$ cat src/rtl/see_pkg.sv
// Shared types for the single-event fault campaign: fault modes, FSM states
// and the fault-site index width helper.
package see_pkg;

    typedef enum logic [1:0] {
        FM_SA0  = 2'b00,
        FM_SA1  = 2'b01,
        FM_FLIP = 2'b10,
        FM_NONE = 2'b11
    } fault_mode_e;

    typedef enum logic [2:0] {
        ST_IDLE,
        ST_SEED,
        ST_RUN,
        ST_FLUSH,
        ST_REPORT,
        ST_DONE
    } state_e;

    // Bits needed to index the N_IN-1 fault sites; never narrower than 1.
    function automatic int site_width(input int n_in);
        int w;
        w = $clog2(n_in - 1);
        return (w < 1) ? 1 : w;
    endfunction

endpackage

$ cat src/rtl/see_cone.sv
// AND-pair / OR-reduce logic cone with an optional fault injected on one
// internal node n[k] = in[k] & in[k+1].
module see_cone
    import see_pkg::*;
#(
    parameter int N_IN   = 8,
    parameter int SITE_W = 3
) (
    input  logic [N_IN-1:0]   in,
    input  logic              fault_en,
    input  logic [SITE_W-1:0] fault_site,
    input  fault_mode_e       fault_mode,
    output logic              out
);

    logic [N_IN-2:0] n_mod;

    generate
        for (genvar gi = 0; gi < N_IN - 1; gi++) begin : g_site
            logic n_raw;
            logic n_bit;

            assign n_raw = in[gi] & in[gi+1];

            always_comb begin
                n_bit = n_raw;
                if (fault_en && (fault_site == SITE_W'(gi))) begin
                    case (fault_mode)
                        FM_SA0:  n_bit = 1'b0;
                        FM_SA1:  n_bit = 1'b1;
                        FM_FLIP: n_bit = ~n_raw;
                        default: n_bit = n_raw;
                    endcase
                end
            end

            assign n_mod[gi] = n_bit;
        end
    endgenerate

    assign out = |n_mod;

endmodule

$ cat src/rtl/see_fault_campaign.sv
// Sweeps a fault across every site of the cone, counting golden/faulty
// output mismatches over an LFSR pattern sequence and reporting per site.
module see_fault_campaign
    import see_pkg::*;
#(
    parameter int              N_IN      = 8,
    parameter int              N_PAT     = 256,
    parameter int              CNT_W     = 16,
    parameter logic [N_IN-1:0] LFSR_TAPS = N_IN'(8'hB8),
    localparam int             SITE_W    = site_width(N_IN)
) (
    input  logic              clk,
    input  logic              rst,
    input  logic              start,
    input  logic              abort,
    input  logic [N_IN-1:0]   seed,
    input  logic [1:0]        fault_mode,
    output logic              busy,
    output logic              res_valid,
    input  logic              res_ready,
    output logic [SITE_W-1:0] res_site,
    output logic [CNT_W-1:0]  res_count,
    output logic              done
);

    localparam int               PAT_W   = $clog2(N_PAT + 1);
    localparam logic [CNT_W-1:0] CNT_MAX = {CNT_W{1'b1}};

    state_e            state_reg, state_next;
    logic [N_IN-1:0]   seed_reg;
    fault_mode_e       mode_reg;
    logic [SITE_W-1:0] site_reg;
    logic [N_IN-1:0]   lfsr_reg;
    logic [PAT_W-1:0]  pat_idx_reg;
    logic [CNT_W-1:0]  count_reg;
    logic              mismatch_reg;

    logic            golden_out;
    logic            faulty_out;
    logic            last_pat;
    logic            last_site;
    logic [N_IN-1:0] lfsr_step;

    function automatic logic [CNT_W-1:0] sat_add(input logic [CNT_W-1:0] c, input logic b);
        return (c == CNT_MAX) ? c : c + CNT_W'(b);
    endfunction

    see_cone #(.N_IN(N_IN), .SITE_W(SITE_W)) u_golden (
        .in         (lfsr_reg),
        .fault_en   (1'b0),
        .fault_site ('0),
        .fault_mode (FM_NONE),
        .out        (golden_out)
    );

    see_cone #(.N_IN(N_IN), .SITE_W(SITE_W)) u_faulty (
        .in         (lfsr_reg),
        .fault_en   (1'b1),
        .fault_site (site_reg),
        .fault_mode (mode_reg),
        .out        (faulty_out)
    );

    assign lfsr_step = (lfsr_reg >> 1) ^ (lfsr_reg[0] ? LFSR_TAPS : '0);
    assign last_pat  = (pat_idx_reg == PAT_W'(N_PAT - 1));
    assign last_site = (site_reg >= SITE_W'(N_IN - 2));

    always_ff @(posedge clk or posedge rst) begin
        if (rst) begin
            state_reg <= ST_IDLE;
        end else begin
            state_reg <= state_next;
        end
    end

    always_comb begin
        state_next = state_reg;
        if (abort && (state_reg != ST_IDLE)) begin
            state_next = ST_IDLE;
        end else begin
            case (state_reg)
                ST_IDLE:   if (start) state_next = ST_SEED;
                ST_SEED:   state_next = ST_RUN;
                ST_RUN:    if (last_pat) state_next = ST_FLUSH;
                ST_FLUSH:  state_next = ST_REPORT;
                ST_REPORT: if (res_ready) state_next = last_site ? ST_DONE : ST_SEED;
                ST_DONE:   state_next = ST_IDLE;
                default:   state_next = ST_IDLE;
            endcase
        end
    end

    // The mismatch of pattern i is accumulated one cycle later; FLUSH absorbs the last one.
    always_ff @(posedge clk or posedge rst) begin
        if (rst) begin
            seed_reg     <= '0;
            mode_reg     <= FM_SA0;
            site_reg     <= '0;
            lfsr_reg     <= N_IN'(1);
            pat_idx_reg  <= '0;
            count_reg    <= '0;
            mismatch_reg <= 1'b0;
        end else begin
            case (state_reg)
                ST_IDLE: begin
                    if (start) begin
                        seed_reg <= seed;
                        mode_reg <= fault_mode_e'(fault_mode);
                        site_reg <= '0;
                    end
                end
                ST_SEED: begin
                    lfsr_reg     <= (seed_reg == '0) ? N_IN'(1) : seed_reg;
                    pat_idx_reg  <= '0;
                    count_reg    <= '0;
                    mismatch_reg <= 1'b0;
                end
                ST_RUN: begin
                    lfsr_reg     <= lfsr_step;
                    pat_idx_reg  <= pat_idx_reg + PAT_W'(1);
                    mismatch_reg <= golden_out ^ faulty_out;
                    count_reg    <= sat_add(count_reg, mismatch_reg);
                end
                ST_FLUSH: begin
                    count_reg    <= sat_add(count_reg, mismatch_reg);
                    mismatch_reg <= 1'b0;
                end
                ST_REPORT: begin
                    if (res_ready && !abort && !last_site) begin
                        site_reg <= site_reg + SITE_W'(1);
                    end
                end
                default: ;
            endcase
        end
    end

    assign busy      = (state_reg != ST_IDLE);
    assign res_valid = (state_reg == ST_REPORT);
    assign done      = (state_reg == ST_DONE);
    assign res_site  = site_reg;
    assign res_count = count_reg;

endmodule
$ cat config.mk
export PLATFORM = sky130hd
export DESIGN_NAME = see_fault_campaign
export DESIGN_NICKNAME = d
export VERILOG_FILES = /design/src/rtl/see_pkg.sv /design/src/rtl/see_cone.sv /design/src/rtl/see_fault_campaign.sv
export SDC_FILE = /design/constraint.sdc
export NUM_CORES = 1
export LEC_CHECK = 0
export ABC_AREA = 0
export BUFFER_PORTS_ARGS = -buffer_cell sky130_fd_sc_hd__buf_2
export CORE_MARGIN = 1
export CORE_UTILIZATION = 38
export DETAILED_ROUTE_END_ITERATION = 8
export PLACE_DENSITY_LB_ADDON = 0.3
export SETUP_SLACK_MARGIN = 0.05
export SYNTH_ARGS = -nofsm -noshare
export SYNTH_HDL_FRONTEND = slang
export SYNTH_HIERARCHICAL = 1
export SYNTH_SLANG_ARGS = --single-unit
export TNS_END_PERCENT = 50
$ cat constraint.sdc
create_clock -name clk -period 8.7 [get_ports clk]
set_clock_uncertainty 0.15 [all_clocks]
set_input_delay 1.74 -clock clk [delete_from_list [all_inputs] [get_ports clk]]
set_output_delay 1.74 -clock clk [all_outputs]
set_load 0.03 [all_outputs]
==> metrics.txt, run 1 <==
Core Area just over 8000 um^2; final hold vios 0; Worst-Margin Slew between 1 and 1.5 ns; initial core utilization 39.2%; Hold Path Cell Cnt 1; VDD IR max 108 uV; first-pass GRT wire length between 10000 and 15000 um; H-Tree Depth 2; antenna-violating nets left 0; EDFF count, synth 0; final core occ 44.7%; period utilization 38.8%; CP cell instances nor2_1, nand2_1, inv_1, buf_2; leakage about 1.6 nW; clk root buf clkbuf_8; Placer Congestion 0.811; Syn Area/Cell 8.95 um^2; Die Span X approximately 94 um; Yosys cell types 54; total iterations of the first detailed-routing run 4; worst skew pair latency between 0.3 and 0.4 ns; Seq/Total Area, Yosys 38.9%; Pwr Density 258 nW/um^2; Seq. cell area 1250 um^2; CTS tree built; RR Startpoint res_site[0]; # DRC 0; post-synthesis async set-or-reset flop share 100%; Reg2Reg Depth 9; share of cells above drive strength 1 16.8%; synthesized area between 3000 and 4000 um^2; Final min period 3.37 ns; kind of critical path flip-flop to primary output; dpl hpwl 5140 um; global route hottest layer met2; Layout Nets about 440; WP data arrival 1.48 ns; CTS Hold Buffers Added 0; largest net degree at the start of global routing 51; GR Util met2 30.1%; max reg flops 16; max_cap viols 0; die extent in y 94.1 um; Initial DRC Count 147; Setup Buffers After CTS 0; crit path capture type primary output; total CTS buffers 5; fillers roughly 800; Crit Path Max Fanout 12; gr usage total 18.0%; Avg WL per Cell about 14 um; total negative slack 0 ns; met3 Use GR about 2.1%; hold_sp pat_idx_reg[7]; yosys warns 6; WP data required 6.81 ns; dominant synthesized flop cell dfrtp_1; Longest Clk Path Bufs 2; delay of the slowest critical-path stage 0.53 ns; grt ovf 0; worst relative slew slack a little under a third; Slew Limit Fails 0; startpoint types flip-flop; Hold Path Sink pat_idx_reg[7]; Post-Route WL 7500 um; Via density between 5 and 6; Area growth syn-to-layout 14.1%; met1 Use GR between 20% and 30%; die area 8850 um^2; total power about 950 uW; worst hold slack 0.342 ns; # setup viols final 0; CP max-delay cell dfrtp_1; RSZ-0062 raised after global routing no; vias post-DR 2895; clock transition at the registers of the reported paths 0.09 ns; clock sink count 50; Multi-input gate area ~1900 um^2; status completed; HP Class flip-flop to flip-flop; cts repair resizes 0; Max Clk Rate ~300 MHz; site row count 33; port buffer count 36; IO Pins 37; number of global-route vias before repair approximately 2700; Synth Instances 360; ANT cells 0; r2r endpoint mismatch_reg; R2R Setup Slk about 5.7 ns; initial antenna violation count 0; FF+latch count, synth 50
==> synth_stat cells, drive strengths merged (3+ instances only) <==
master	instances	area share, %
a21oi	19	3.1
a22oi	5	1.2
and3	7	1.5
clkbuf	9	1.0
nor3	8	1.2
nand3b	5	1.2
buf	10	2.5
a211oi	5	1.2
xnor2	7	1.9
o21ai	27	4.2
nor2b	10	1.9
a221o	4	1.2
a22o	7	1.9
mux2	13	4.5
inv	10	1.2
a32oi	4	1.1
nand3	15	2.3
nor2	21	2.4
ha	6	2.3
nand2	49	5.7
nand4	12	2.3
o211ai	5	1.2
and2	3	0.58
mux2i	8	2.5
or4	3	0.70
dfrtp	49	38
==> cell type report <==
| class | count | area share (%) |
|---|---|---|
| sequential | 50 | 34.1 |
| multi-input combinational | 313 | 52.7 |
| tap | 105 | 3.57 |
| timing repair buffer | 36 | 4.90 |
| inverter | 10 | 1.02 |
| clock inverter | 3 | 1.87 |
| clock buffer | 5 | 1.87 |
==> worst max-delay path by stage <==
stage                       startpoint     endpoint  slack [ns]  cells past startpoint
final                     state_reg[1]    res_valid        5.33                      4
after global routing      state_reg[1]    res_valid        5.24                      4
after CTS                 state_reg[1]    res_valid        5.33                      4
after detailed placement         abort  res_site[2]        5.47                      6
after global placement           abort  res_site[2]        5.50                      6
after floorplan                    rst  lfsr_reg[1]        5.61                      1
==> worst max-delay path: cells and delay by family, from the launching register on <==
| kind | cells | cell delay (ns) |
|---|---|---|
| flip-flops | 1 | 0.53 |
| AND/OR/NAND/NOR | 2 | 0.39 |
| buffers and inverters | 2 | 0.26 |
==> layer usage <==
layer	share of wire, %	vias to the layer above
met5	0	-
met3	3.8	5
li1	-	1415
met1	47	1410
met2	48	65
met4	0.84	0
==> logic make-up after synthesis <==
group	after synthesis	synth area share (%)
flip-flops	50	38.9
AO/OA/AOI/OAI	96	20.4
multiplexers	21	7.03
other	2	0.233
adder cells (fa/ha/maj)	6	2.33
AND/OR/NAND/NOR	149	24.5
XOR/XNOR	7	1.90
buffers and inverters	29	4.74
==> stage by stage <==
stage          setup slack (ns)  cells  area [um^2]
6_report                   5.33    522         3680
5_1_grt                    5.24    522         3680
4_1_cts                    5.33    522         3680
3_5_place_dp               5.47    514         3540
3_3_place_gp               5.50    514         3540
2_1_floorplan              5.61    392         3340
==> power breakdown <==
group | total (mW) | internal, mW | switching (mW)
sequential | 0.395 | 0.288 | 0.107
combinational | 0.357 | 0.158 | 0.198
clock | 0.197 | 0.115 | 0.0818
total | 0.949 | 0.562 | 0.387
==> layout by cell type (no fill, tap or decap), types with 3 or more instances in the layout <==
cell / count
nand3b_1: 5
nor2_1: 21
or4_1: 3
and3_1: 6
mux2_2: 13
mux2i_1: 8
o211ai_1: 5
o21ai_0: 27
a22o_1: 7
inv_1: 9
a22oi_1: 5
nand3_1: 15
ha_1: 6
conb_1: 34
buf_2: 36
nand4_1: 12
nor3_1: 8
clkbuf_8: 5
a211oi_1: 5
a221o_1: 4
a32oi_1: 4
xnor2_1: 7
and2_1: 3
dfrtp_1: 49
a21oi_1: 18
nor2b_1: 10
nand2_1: 49
Power figures use the tool's default switching activity.
==> inputs of run 2 (changes only) <==
==> constraint.sdc (replaced) <==
create_clock -name clk -period 3.4 [get_ports clk]
set_clock_uncertainty 0.15 [all_clocks]
set_input_delay 0.68 -clock clk [delete_from_list [all_inputs] [get_ports clk]]
set_output_delay 0.68 -clock clk [all_outputs]
set_load 0.03 [all_outputs]
==> run 2 against run 1 <==
Non-clock buffer count grew 3; clock power grew 120%; global-route usage shrank 0.10 points; register-to-register slack lost 5.2 ns; highest routed layer unchanged; wire length grew 0.28%; worst hold slack gained 0.0026 ns; power grew to 2.5 times the previous value; critical path depth grew 5; utilization shrank 0.061 points.
==> metrics.txt, run 2 (synthesis results as in run 1) <==
# setup viols final 0 (unchanged); vias post-DR 2911 (+0.55%); port buffer count 36 (unchanged); max reg flops 16 (unchanged); Slew Limit Fails 0 (unchanged); ANT cells 0 (unchanged); largest net degree at the start of global routing 51 (unchanged); post-layout instance area 3670 um^2 (-0.14%); clk root buf clkbuf_8; RR Startpoint res_site[0]; CP cell instances or4b_4, o21bai_2, o211ai_1, a2111o_1, or4_1, xnor2_1, nor2_1, a21oi_1, o21ai_0; HP Class flip-flop to flip-flop; delay of the slowest critical-path stage 0.60 ns (+0.07 ns); Hold Path Cell Cnt 1 (unchanged); Setup Buffers After CTS 0 (unchanged); sequential power share 42.6% (+1.0 points); Reg2Reg Depth 9 (unchanged); fin cells 525 (+0.57%); placed insts 517 (+0.58%); placed cell areas 3560 um^2 (+0.64%); Hold Path Sink pat_idx_reg[7]; total CTS buffers 5 (unchanged); fillers 778 (-3.1%); worst skew pair latency 0.31 ns (about the same); Pwr Density 649 nW/um^2 (+150%); die area 8850 um^2 (unchanged); total power 2.38 mW (+150%); Clk pwr share 18.3% (-2.5 points); total negative slack 0 ns (unchanged); dpl ws 0.520 ns (-4.95 ns); max_cap viols 0 (unchanged); Critical path origin res_site[0]; period utilization between 80% and 90%; initial core utilization 39.2% (unchanged); Longest Clk Path Bufs 2 (unchanged); startpoint types flip-flop; Layout Nets 440 (+0.69%); final core occ 44.7% (-0.061 points); WP data required 3.44 ns (-3.37 ns); Switch Pwr 1.00 mW (+160%); Internal Dissipation 1.38 mW (+150%); status completed; Crit Path Max Fanout 14 (+2); WP data arrival 2.98 ns (+1.50 ns); Area growth syn-to-layout 13.9%; combinational share of power 39.1% (+1.5 points); Max Clk Rate 340 MHz; gr usage total 17.9% (-0.10 points); Worst-Margin Slew 1.07 ns (+0.0254 ns); hold_sp pat_idx_reg[7]; r2r endpoint mismatch_reg; Via density 5.54 (about the same); Post-Route WL 7530 um (+0.28%); R2R Setup Slk 0.46 ns (-5.22 ns); dpl hpwl 5180 um (+0.78%); Initial DRC Count 159 (+8.2%); Sw Ratio 42.1% (+1.2 points); leakage 1.63 nW (about the same); final hold vios 0 (unchanged); RSZ-0062 raised after global routing no; die extent in y 94.1 um (unchanged); IO Pins 37 (unchanged); CTS Hold Buffers Added 0 (unchanged); VDD IR max 236 uV (+120%); grt ovf 0 (unchanged); Final Worst Setup Slack 0.458 ns (-4.87 ns); first-pass GRT wire length 12600 um (-1.7%); worst hold slack 0.345 ns (+0.00265 ns); antenna-violating nets left 0 (unchanged); clock sink count 50 (unchanged); Core Area 8220 um^2 (unchanged); H-Tree Depth 2 (unchanged); kind of critical path flip-flop to flip-flop; cts repair resizes 0 (unchanged); Die Span X 94.1 um (unchanged); commonest non-fill, non-tap cells in the layout nand2_1 (49), dfrtp_1 (49), buf_2 (36); crit path capture type flip-flop; total iterations of the first detailed-routing run 4 (unchanged); # DRC 0 (unchanged); share of cells above drive strength 1 17.1% (+0.36 points); clock transition at the registers of the reported paths 0.10 ns (about the same); site row count 33 (unchanged); number of global-route vias before repair 2639 (-2.4%); Final min period 2.94 ns; CTS tree built; Placer Congestion 0.896 (+10%); Avg WL per Cell 14.3 um (-0.29%); worst relative slew slack 28.7% (-1.8 points); CP max-delay cell or4b_4; initial antenna violation count 0 (unchanged)
-- run 2: cell count changes in the layout (fill, tap and decap cells not counted), sizes merged --
cell / change
buf: +3
bufinv: -1
clkbuf: +1
clkinv: -1
clkinvlp: +1
-- run 2: per-layer routing --
| metal | vias up | routed length [um] | track usage [%] |
|---|---|---|---|
| li1 | 1419 | - | - |
| met1 | 1415 | 3490 | 23.8 |
| met2 | 73 | 3650 | 30.2 |
| met3 | 4 | 342 | 2.83 |
| met4 | 0 | 36 | 4.10 |
| met5 | - | 0 | 0 |
-- run 2: area by class of cell --
| class | count | area [um^2] | share of cell area, % |
|---|---|---|---|
| Clock inverter | 2 | 37.5 | 1.02 |
| Tap cell | 105 | 131 | 3.58 |
| Multi-Input combinational cell | 313 | 1940 | 52.8 |
| Sequential cell | 50 | 1250 | 34.1 |
| Clock buffer | 6 | 72.6 | 1.98 |
| Timing Repair Buffer | 39 | 203 | 5.52 |
| Inverter | 10 | 37.5 | 1.02 |
-- run 2: power groups by stage --
| stage | clock (mW) | combinational [mW] | sequential (mW) |
|---|---|---|---|
| floorplan | 0 | 0.842 | 0.884 |
| global placement | 0 | 0.915 | 1.02 |
| detailed placement | 0 | 0.924 | 1.02 |
| CTS | 0.441 | 0.929 | 1.01 |
| global route | 0.463 | 1.05 | 1.05 |
| finish | 0.437 | 0.931 | 1.02 |
-- run 2: critical path: cells and delay by family (launching register included) --
| kind | cells | cell delay [ns] |
|---|---|---|
| DFF | 1 | 0.52 |
| and+or+nand+nor | 3 | 1.19 |
| AOI/OAI and AO/OA | 5 | 0.77 |
| xor gates and xnor gates | 1 | 0.19 |
-- run 2: how the worst max path moves through the flow --
stage,slack (ns),end,cells after the start
detailed placement,0.52,mismatch_reg,9
CTS,0.49,mismatch_reg,9
finish,0.46,mismatch_reg,9
global placement,0.53,mismatch_reg,9
global route,0.30,mismatch_reg,9
floorplan,0.45,mismatch_reg,10
